## src/rtl/fetch_pkg.sv

```systemverilog
// Shared types and defaults for the instruction-fetch stage.
package fetch_pkg;
  typedef enum logic [1:0] {
    BOOT  = 2'd0,
    FETCH = 2'd1,
    WAIT  = 2'd2,
    HALT  = 2'd3
  } fetch_state_t;

  localparam logic [31:0] NOP_INSN_DEF = 32'h0000_0013;
  localparam logic [31:0] RESET_PC_DEF = 32'h0000_0000;
  localparam int unsigned MAX_WAIT_DEF = 15;
endpackage

```

## src/rtl/fetch_wait_timer.sv

```systemverilog
// Counts consecutive imem not-ready cycles; expire flags the cycle that would reach MAX_WAIT.
module fetch_wait_timer #(
  parameter int unsigned MAX_WAIT = 15
) (
  input  logic CLK,
  input  logic RST,
  input  logic clr,
  input  logic inc,
  output logic expire
);
  logic [7:0] count;

  always_ff @(posedge CLK) begin
    if (RST || clr) count <= 8'd0;
    else if (inc)   count <= count + 8'd1;
  end

  // Combinational so the fetch FSM can time out on the same edge the count would reach MAX_WAIT.
  assign expire = inc && (count == 8'(MAX_WAIT - 1));
endmodule

```

## src/rtl/if_fetch_unit.sv

```systemverilog
// Instruction-fetch stage: owns the PC, drives imem requests and presents words/bubbles to IF/ID.
module if_fetch_unit
  import fetch_pkg::*;
#(
  parameter logic [31:0] RESET_PC = RESET_PC_DEF,
  parameter logic [31:0] NOP_INSN = NOP_INSN_DEF,
  parameter int unsigned MAX_WAIT = MAX_WAIT_DEF
) (
  input  logic        CLK,
  input  logic        RST,
  input  logic        stall_i,
  input  logic        redirect_i,
  input  logic [31:0] redirect_pc_i,
  input  logic        halt_i,
  output logic        imem_req_o,
  output logic [31:0] imem_addr_o,
  input  logic [31:0] imem_rdata_i,
  input  logic        imem_ready_i,
  output logic [31:0] InstWord_F,
  output logic [31:0] PC_F,
  output logic [31:0] PC_Plus4_F,
  output logic        nop_o,
  output logic        halted_o,
  output logic        misalign_o,
  output logic        timeout_o,
  output logic [31:0] fetch_cnt_o,
  output logic [1:0]  state_o
);
  fetch_state_t state_q, state_d;
  logic [31:0]  pc_q, pc_d;
  logic         misalign_d, timeout_d;
  logic [31:0]  fetch_cnt_d;
  logic         wt_clr, wt_inc, wt_expire;

  fetch_wait_timer #(.MAX_WAIT(MAX_WAIT)) u_wait_timer (
    .CLK    (CLK),
    .RST    (RST),
    .clr    (wt_clr),
    .inc    (wt_inc),
    .expire (wt_expire)
  );

  always_ff @(posedge CLK) begin
    if (RST) begin
      state_q     <= BOOT;
      pc_q        <= RESET_PC;
      misalign_o  <= 1'b0;
      timeout_o   <= 1'b0;
      fetch_cnt_o <= 32'd0;
    end else begin
      state_q     <= state_d;
      pc_q        <= pc_d;
      misalign_o  <= misalign_d;
      timeout_o   <= timeout_d;
      fetch_cnt_o <= fetch_cnt_d;
    end
  end

  always_comb begin
    state_d     = state_q;
    pc_d        = pc_q;
    misalign_d  = misalign_o;
    timeout_d   = timeout_o;
    fetch_cnt_d = fetch_cnt_o;
    wt_clr      = 1'b0;
    wt_inc      = 1'b0;
    imem_req_o  = 1'b0;
    nop_o       = 1'b1;
    InstWord_F  = NOP_INSN;
    halted_o    = 1'b0;
    case (state_q)
      BOOT: state_d = FETCH;
      FETCH, WAIT: begin
        imem_req_o = 1'b1;
        if (imem_ready_i) begin
          InstWord_F = imem_rdata_i;
          nop_o      = 1'b0;
        end
        // Redirect squashes the wrong-path word and outranks halt, stall and imem status.
        if (redirect_i) begin
          pc_d       = {redirect_pc_i[31:2], 2'b00};
          misalign_d = misalign_o | (|redirect_pc_i[1:0]);
          nop_o      = 1'b1;
          state_d    = FETCH;
          wt_clr     = 1'b1;
        end else if (halt_i) begin
          state_d = HALT;
        end else if (stall_i) begin
          nop_o = 1'b0;
        end else if (imem_ready_i) begin
          pc_d        = pc_q + 32'd4;
          state_d     = FETCH;
          wt_clr      = 1'b1;
          fetch_cnt_d = fetch_cnt_o + 32'd1;
        end else begin
          state_d = WAIT;
          wt_inc  = 1'b1;
          if (wt_expire) begin
            timeout_d = 1'b1;
            state_d   = HALT;
          end
        end
      end
      HALT: halted_o = 1'b1;
      default: state_d = BOOT;
    endcase
  end

  assign imem_addr_o = pc_q;
  assign PC_F        = pc_q;
  assign PC_Plus4_F  = pc_q + 32'd4;
  assign state_o     = state_q;
endmodule
```

## config.mk

```make
export PLATFORM = sky130hd
export DESIGN_NAME = if_fetch_unit
export DESIGN_NICKNAME = d
export VERILOG_FILES = /design/src/rtl/fetch_pkg.sv /design/src/rtl/fetch_wait_timer.sv /design/src/rtl/if_fetch_unit.sv
export SDC_FILE = /design/constraint.sdc
export NUM_CORES = 1
export LEC_CHECK = 0
export ABC_AREA = 1
export BUFFER_PORTS_ARGS = -buffer_cell sky130_fd_sc_hd__buf_2
export CAP_MARGIN = 10
export CORE_MARGIN = 3
export CORE_UTILIZATION = 35
export CTS_BUF_LIST = sky130_fd_sc_hd__clkbuf_4
export CTS_CLUSTER_DIAMETER = 50
export DETAILED_ROUTE_END_ITERATION = 6
export GPL_TIMING_DRIVEN = 0
export SLEW_MARGIN = 20
export SYNTH_ARGS = -nofsm -noshare
export SYNTH_HDL_FRONTEND = slang
export SYNTH_SLANG_ARGS = --single-unit
```

## constraint.sdc

```tcl
create_clock -name CLK -period 2.23 [get_ports CLK]
set_clock_uncertainty 0.15 [all_clocks]
set_input_delay 0.1115 -clock CLK [delete_from_list [all_inputs] [get_ports CLK]]
set_output_delay 0.1115 -clock CLK [all_outputs]
set_load 0.05 [all_outputs]
```

==> results of run 1 <==
-- synth_stat cells (10+ instances only) --
cell type and n:
nand2_1 281, nor2_1 174, inv_1 104, dfxtp_1 74, buf_4 36, nand3_1 35, a21oi_1 34, o21ai_1 21
o21ai_0 15, clkbuf_1 14, nor2_4 10
-- registers in the layout (all words and copies together), names as in the netlist --
register            flops
timeout_o               1
fetch_cnt_o            32
PC_F                   30
u_wait_timer.count      8
state_o                 2
misalign_o              1
-- timing repair --
action	CTS	global route
hold endpoints to repair	37	0
hold buffers	44	0
setup buffers	2	14
endpoints found under the setup margin	54	31
gates resized for setup	64	44
pin swaps	5	12
-- layout make-up --
cell class / count / area share, %
plain buffers: 58 / 5.07
clock buffers: 10 / 0.960
clock inverters: 5 / 0.592
inverters: 107 / 5.23
multi-input cells: 659 / 42.1
flip-flops and latches: 74 / 20.0
well taps: 184 / 2.94
repair buffers: 288 / 23.1
-- kinds of logic after synthesis --
group | after synthesis | share of synthesized area, %
AO/OA/AOI/OAI | 76 | 7.44
XOR/XNOR | 18 | 2.96
adder cells (fa/ha/maj) | 6 | 1.41
buffers and inverters | 165 | 14.9
flip-flops | 74 | 27.9
multiplexers | 2 | 0.376
other | 1 | 0.0705
AND/OR/NAND/NOR | 551 | 45.0
-- worst min-delay path by stage --
| stage | to |
|---|---|
| global placement | PC_F[3]$_SDFFE_PP0P_ |
| finish | PC_F[6]$_SDFFE_PP0P_ |
| global route | PC_F[6]$_SDFFE_PP0P_ |
| CTS | PC_F[7]$_SDFFE_PP0P_ |
| floorplan | PC_F[3]$_SDFFE_PP0P_ |
| detailed placement | PC_F[10]$_SDFFE_PP0P_ |
-- stage by stage --
step | cell area [µm²] | utilization (%) | power (mW) | instances
after floorplan | 5460 | - | 2.39 | 898
after global placement | 6830 | 46.5 | 2.70 | 1310
after detailed placement | 6830 | 46.5 | 2.70 | 1310
after CTS | 7600 | 51.7 | 3.66 | 1371
after global routing | 7820 | 53.2 | 3.82 | 1385
final | 7820 | 53.2 | 3.65 | 1385
-- power groups by stage --
stage | Sequential [mW] | Combinational [mW] | Clock (mW)
5_1_grt | 1.46 | 1.44 | 0.915
6_report | 1.45 | 1.36 | 0.843
3_3_place_gp | 1.49 | 1.21 | 0
4_1_cts | 1.46 | 1.32 | 0.874
2_1_floorplan | 1.62 | 0.771 | 0
3_5_place_dp | 1.49 | 1.21 | 0
-- routing by layer --
metal  up-vias  wire length [µm]
met5         -                 0
met4         0               308
met3        20              1140
met2       236              9280
met1      2860              8190
li1       3305                 -
-- worst max-delay path, cell delays in order, from the launching register on --
cell	delay [ns]
dfxtp_4	0.41
nand3_2	0.14
inv_1	0.13
nand2_1	0.13
nor2_4	0.20
nand3b_1	0.10
nand2_1	0.11
buf_4	0.21
==> out/metrics.cfg, run 1 <==
[place]
gp_congestion = 0.926
dp_hpwl_um = 14500
place_ws_ns = 0.0376
port_buffers = 228

[global_route]
grt_max_degree = 12
grt.total_usage_pct = 22.1
use_met1_pct = 26.8
grt_first_pass_wirelength_um = 29500
met3_usage_pct = 3.63
use_met2_pct = 40.0
gr-total-overflow = 0
grt_pass1_vias = 5945
grt-busiest-layer = met2
antenna_found_initial = 0

[min_path]
holdPathStages = 4
hp-start = redirect_pc_i[6]
hold_path_class = in -> reg

[final_layout]
syn2layout_area_growth_pct = 47.1
layout_common_cells = 274 x nand2_1, 212 x buf_2, 134 x nor2_1
nets = 1273
regArea_um2 = 1560
n_fill_cell = 1519
antennaDiodeCount = 0
drive_gt1_share_pct = 35.9
final_common_cell = nand2_1
multi_input_area_um2 = 3300

[clocking]
cts_root_buf = clkbuf_4
clock_sinks = 74
cts_tree = done
h-tree-depth = 3
cts_made_buffers = 9
clk_pin_slew_ns = 0.14
insertion_delay_ns = 0.48
cts_buffer_depth = 2

[sta]
timing.final.ws_setup_ns = 0.0623
tightest_slew_ns = 0.744
fmax_ghz = 0.461
min_period_over_period_pct = 97.2
hold_viol = 0
rsz0062_at_grt = yes
min_period_ns = 2.17
whs_ns = 0.292
max_slew_margin_pct = 50.4
tns_ns = 0
final-setup-viol-count = 0
slew_viol_final = 0

[detailed_routing]
drc = 0
ant_nets = 0
vias = 6421
drtPass1Iterations = 5
viasPerCell = 4.64
drt_iter0_markers = 338
wl_per_cell_um = 13.7
wl_um = 18900

[critical_path]
endpoint_kind = output port
cp_data_arrival_time_ns = 1.91
cp_max_fo = 5
cp-start-kind = register
worstPathRequired_ns = 1.97
timing_worst_setup_path_type = reg -> out
crit-reg2reg-launch = state_o[1]$_SDFFE_PP0P_
crit_end = PC_Plus4_F[23]
reg2reg_to = state_o[0]$_SDFFE_PP0P_
r2r_cells = 7
cp-startpoint = PC_F[4]$_SDFFE_PP0P_
r2r_setup_slack_ns = 0.19

[floorplanning]
die_h_um = 129
core_um2 = 14700
io_pins = 237
rows = 44
fp.dieArea_um2 = 16700
die_w_um = 129
initial_core_util_pct = 36.2

[power_and_ir_drop]
switchingPower_mw = 1.53
seq_power_share_pct = 39.7
peakVddDrop_mv = 0.214
leakagePower_nw = 3.87
p_int_mw = 2.12
p_comb_share_pct = 37.2
p_sw_share_pct = 42.0
powerDensity_nw_per_um2 = 467
clkPwrFrac_pct = 23.1

[synthesis]
synth_seq_area_share_pct = 27.9
synth_area_leaders = dfxtp_1 28%, nand2_1 20%, nor2_1 12%
synth_cell_types = 41
yosys.area.top_type = dfxtp_1
ys_warn_count = 0
syn_avg_cell_area_um2 = 5.95
synth_cells = 893
synth_edf_count = 0
ys.flop_type = dfxtp_1
synth_async_sr_flop_share_pct = 0
ys_ff_latch = 74
netlist.area_leader.share_pct = 27.9
netlist_area_um2 = 5320

[status]
status = completed

[job]
drv_cap = 0

No activity file was read; power rests on OpenSTA's default activity.
==> run 2, diff against run 1 <==
--- a/config.mk
+++ b/config.mk
@@ -14,6 +14,7 @@
 export CTS_CLUSTER_DIAMETER = 50
 export DETAILED_ROUTE_END_ITERATION = 6
 export GPL_TIMING_DRIVEN = 0
+export PLACE_DENSITY = 0.66
 export SLEW_MARGIN = 20
 export SYNTH_ARGS = -nofsm -noshare
 export SYNTH_HDL_FRONTEND = slang
==> run 2 against run 1 <==
Compared with the run above:
- register-to-register slack got worse by 0.02 ns
- sequential share of layout area decreased by 0.28 points
- sequential power about the same
- maximum frequency increased by 1.1%
- final cell count increased by 0.14%
- routed wire length increased by 0.48%
- critical path depth increased by 1
- via count increased by 1.1%
- worst hold slack got worse by 0.25 ns
- clock power increased by 14%
- setup slack improved by 0.023 ns
- critical path type unchanged
- critical endpoint is now PC_Plus4_F[14]
==> out/metrics.cfg, run 2 (synthesized netlist as in run 1, its figures left out) <==
[power_and_ir_drop]
peakVddDrop_mv = 0.214  ; about the same
leakagePower_nw = 3.94  ; was 3.87 nW
seq_power_share_pct = 38.2  ; was 39.7%
clkPwrFrac_pct = 25.4  ; was 23.1%
p_comb_share_pct = 36.4  ; was 37.2%
p_int_mw = 2.24  ; was 2.12 mW
powerDensity_nw_per_um2 = 479  ; was 467 nW/µm²
p_sw_share_pct = 41.0  ; was 42.0%
switchingPower_mw = 1.56  ; was 1.53 mW

[place]
port_buffers = 228  ; unchanged
gp_congestion = 0.905  ; was 0.926
place_ws_ns = -0.0666  ; was 0.0376 ns
dp_hpwl_um = 14100  ; was 14500 µm

[sta]
whs_ns = 0.0377  ; was 0.292 ns
tns_ns = 0  ; unchanged
rsz0062_at_grt = yes  ; unchanged
min_period_ns = 2.14  ; was 2.17 ns
tightest_slew_ns = 0.750  ; was 0.744 ns
final-setup-viol-count = 0  ; unchanged
fmax_ghz = 0.466  ; was 0.461 GHz
min_period_over_period_pct = 96.2  ; was 97.2%
hold_viol = 0  ; unchanged
slew_viol_final = 0  ; unchanged
timing.final.ws_setup_ns = 0.0852  ; was 0.0623 ns
max_slew_margin_pct = 50.0  ; was 50.4%

[floorplanning]
core_um2 = 14700  ; unchanged
die_h_um = 129  ; unchanged
die_w_um = 129  ; unchanged
io_pins = 237  ; unchanged
fp.dieArea_um2 = 16700  ; unchanged
rows = 44  ; unchanged
initial_core_util_pct = 36.2  ; unchanged

[detailed_routing]
viasPerCell = 4.68  ; was 4.64
drtPass1Iterations = 5  ; unchanged
vias = 6492  ; was 6421
drt_iter0_markers = 373  ; was 338
drc = 0  ; unchanged
wl_um = 19000  ; was 18900 µm
wl_per_cell_um = 13.7  ; about the same
ant_nets = 0  ; unchanged

[critical_path]
crit_chain = ha_4, nand3_4, inv_2, nand2_4, nor2_2, xnor2_1, inv_1, buf_2  ; was nand3_2, inv_1, nand2_1, nor2_4, nand3b_1, nand2_1, buf_4
endpoint_kind = output port  ; unchanged
cpPeakStageDelay_ns = 0.39  ; was 0.41 ns
cp_max_fo = 4  ; was 5
worstPathRequired_ns = 1.97  ; about the same
cp-start-kind = register  ; unchanged
path_delay_family = flip-flops  ; was simple AND/OR/NAND/NOR gates
timing_worst_setup_path_type = reg -> out  ; unchanged
slowest_stage = dfxtp_4  ; unchanged
crit_buf_inv = 3  ; was 2
cp_data_arrival_time_ns = 1.88  ; was 1.91 ns
r2r_setup_slack_ns = 0.17  ; was 0.19 ns

[clocking]
cts_tree = done  ; unchanged
h-tree-depth = 3  ; unchanged
cts_buffer_depth = 2  ; unchanged
cts_root_buf = clkbuf_4  ; unchanged
clock_sinks = 74  ; unchanged
insertion_delay_ns = 0.46  ; was 0.48 ns
cts_made_buffers = 9  ; unchanged
clk_pin_slew_ns = 0.14  ; about the same

[final_layout]
nets = 1274  ; was 1273
regMostFlops = fetch_cnt_o  ; unchanged
antennaDiodeCount = 0  ; unchanged
syn2layout_area_growth_pct = 49.0  ; was 47.1%
largest_reg_flops = 32  ; unchanged
drive_gt1_share_pct = 37.1  ; was 35.9%
layout_common_cells = 269 x nand2_1, 201 x buf_2, 132 x nor2_1  ; was 274 x nand2_1, 212 x buf_2, 134 x nor2_1
final_common_cell = nand2_1  ; unchanged
n_fill_cell = 1470  ; was 1519

[global_route]
grt.total_usage_pct = 21.8  ; was 22.1%
grt_pass1_vias = 5964  ; was 5945
grt_max_degree = 13  ; was 12
grt_first_pass_wirelength_um = 29000  ; was 29500 µm
gr-total-overflow = 0  ; unchanged
antenna_found_initial = 0  ; unchanged

[status]
status = completed  ; unchanged

[min_path]
hold_path_class = in -> reg  ; unchanged

[job]
drv_cap = 0  ; unchanged

[run 2: stage by stage]
step           total power [mW]  util [%]  area [µm²]  cells
6_report                   3.79      53.9        7920   1387
3_3_place_gp               2.69      46.5        6830   1310
3_5_place_dp               2.70      46.5        6830   1310
4_1_cts                    3.77      52.0        7640   1373
2_1_floorplan              2.39         -        5460    898
5_1_grt                    3.96      53.9        7920   1387
[run 2: worst paths after layout]
| kind | from | to | depth (start not counted) |
|---|---|---|---|
| hold reg to reg | u_wait_timer.count[5]$_SDFFE_PP0P_ | u_wait_timer.count[5]$_SDFFE_PP0P_ | 2 |
| hold / removal | RST | fetch_cnt_o[2]$_SDFFE_PP0P_ | 2 |
| setup reg to reg | state_o[1]$_SDFFE_PP0P_ | state_o[1]$_SDFFE_PP0P_ | 8 |
| setup / recovery | PC_F[2]$_SDFFE_PP0P_ | PC_Plus4_F[14] | 8 |
[run 2: final cells by class]
class	count	area, µm²	share of cell area [%]
Buffer	58	402	5.07
Multi-Input combinational cell	659	3340	42.2
Sequential cell	74	1560	19.7
Clock inverter	7	83.8	1.06
Timing Repair Buffer	289	1830	23.1
Clock buffer	9	67.6	0.853
Inverter	107	409	5.16
Tap cell	184	230	2.91
[run 2: what timing repair did]
action / CTS / global route
pin swaps: 3 / 17
setup endpoints to repair: 63 / 45
endpoints found under the hold margin: 36 / 0
gates resized for setup: 68 / 68
hold buffers: 43 / 0
setup buffers: 4 / 14
[run 2: per-layer routing]
metal | track usage [%] | wire [µm] | up-vias | share of wire (%)
li1 | - | - | 3323 | -
met1 | 25.3 | 7800 | 2815 | 41
met2 | 38.9 | 9270 | 314 | 49
met3 | 4.91 | 1510 | 40 | 7.9
met4 | 8.09 | 422 | 0 | 2.2
met5 | 0 | 0 | - | 0
[run 2: power by group through the flow]
stage / sequential (mW) / clock (mW) / combinational [mW]
3_3_place_gp: 1.49 / 0 / 1.21
4_1_cts: 1.46 / 0.989 / 1.32
5_1_grt: 1.46 / 1.04 / 1.46
3_5_place_dp: 1.49 / 0 / 1.21
6_report: 1.45 / 0.963 / 1.38
2_1_floorplan: 1.62 / 0 / 0.771
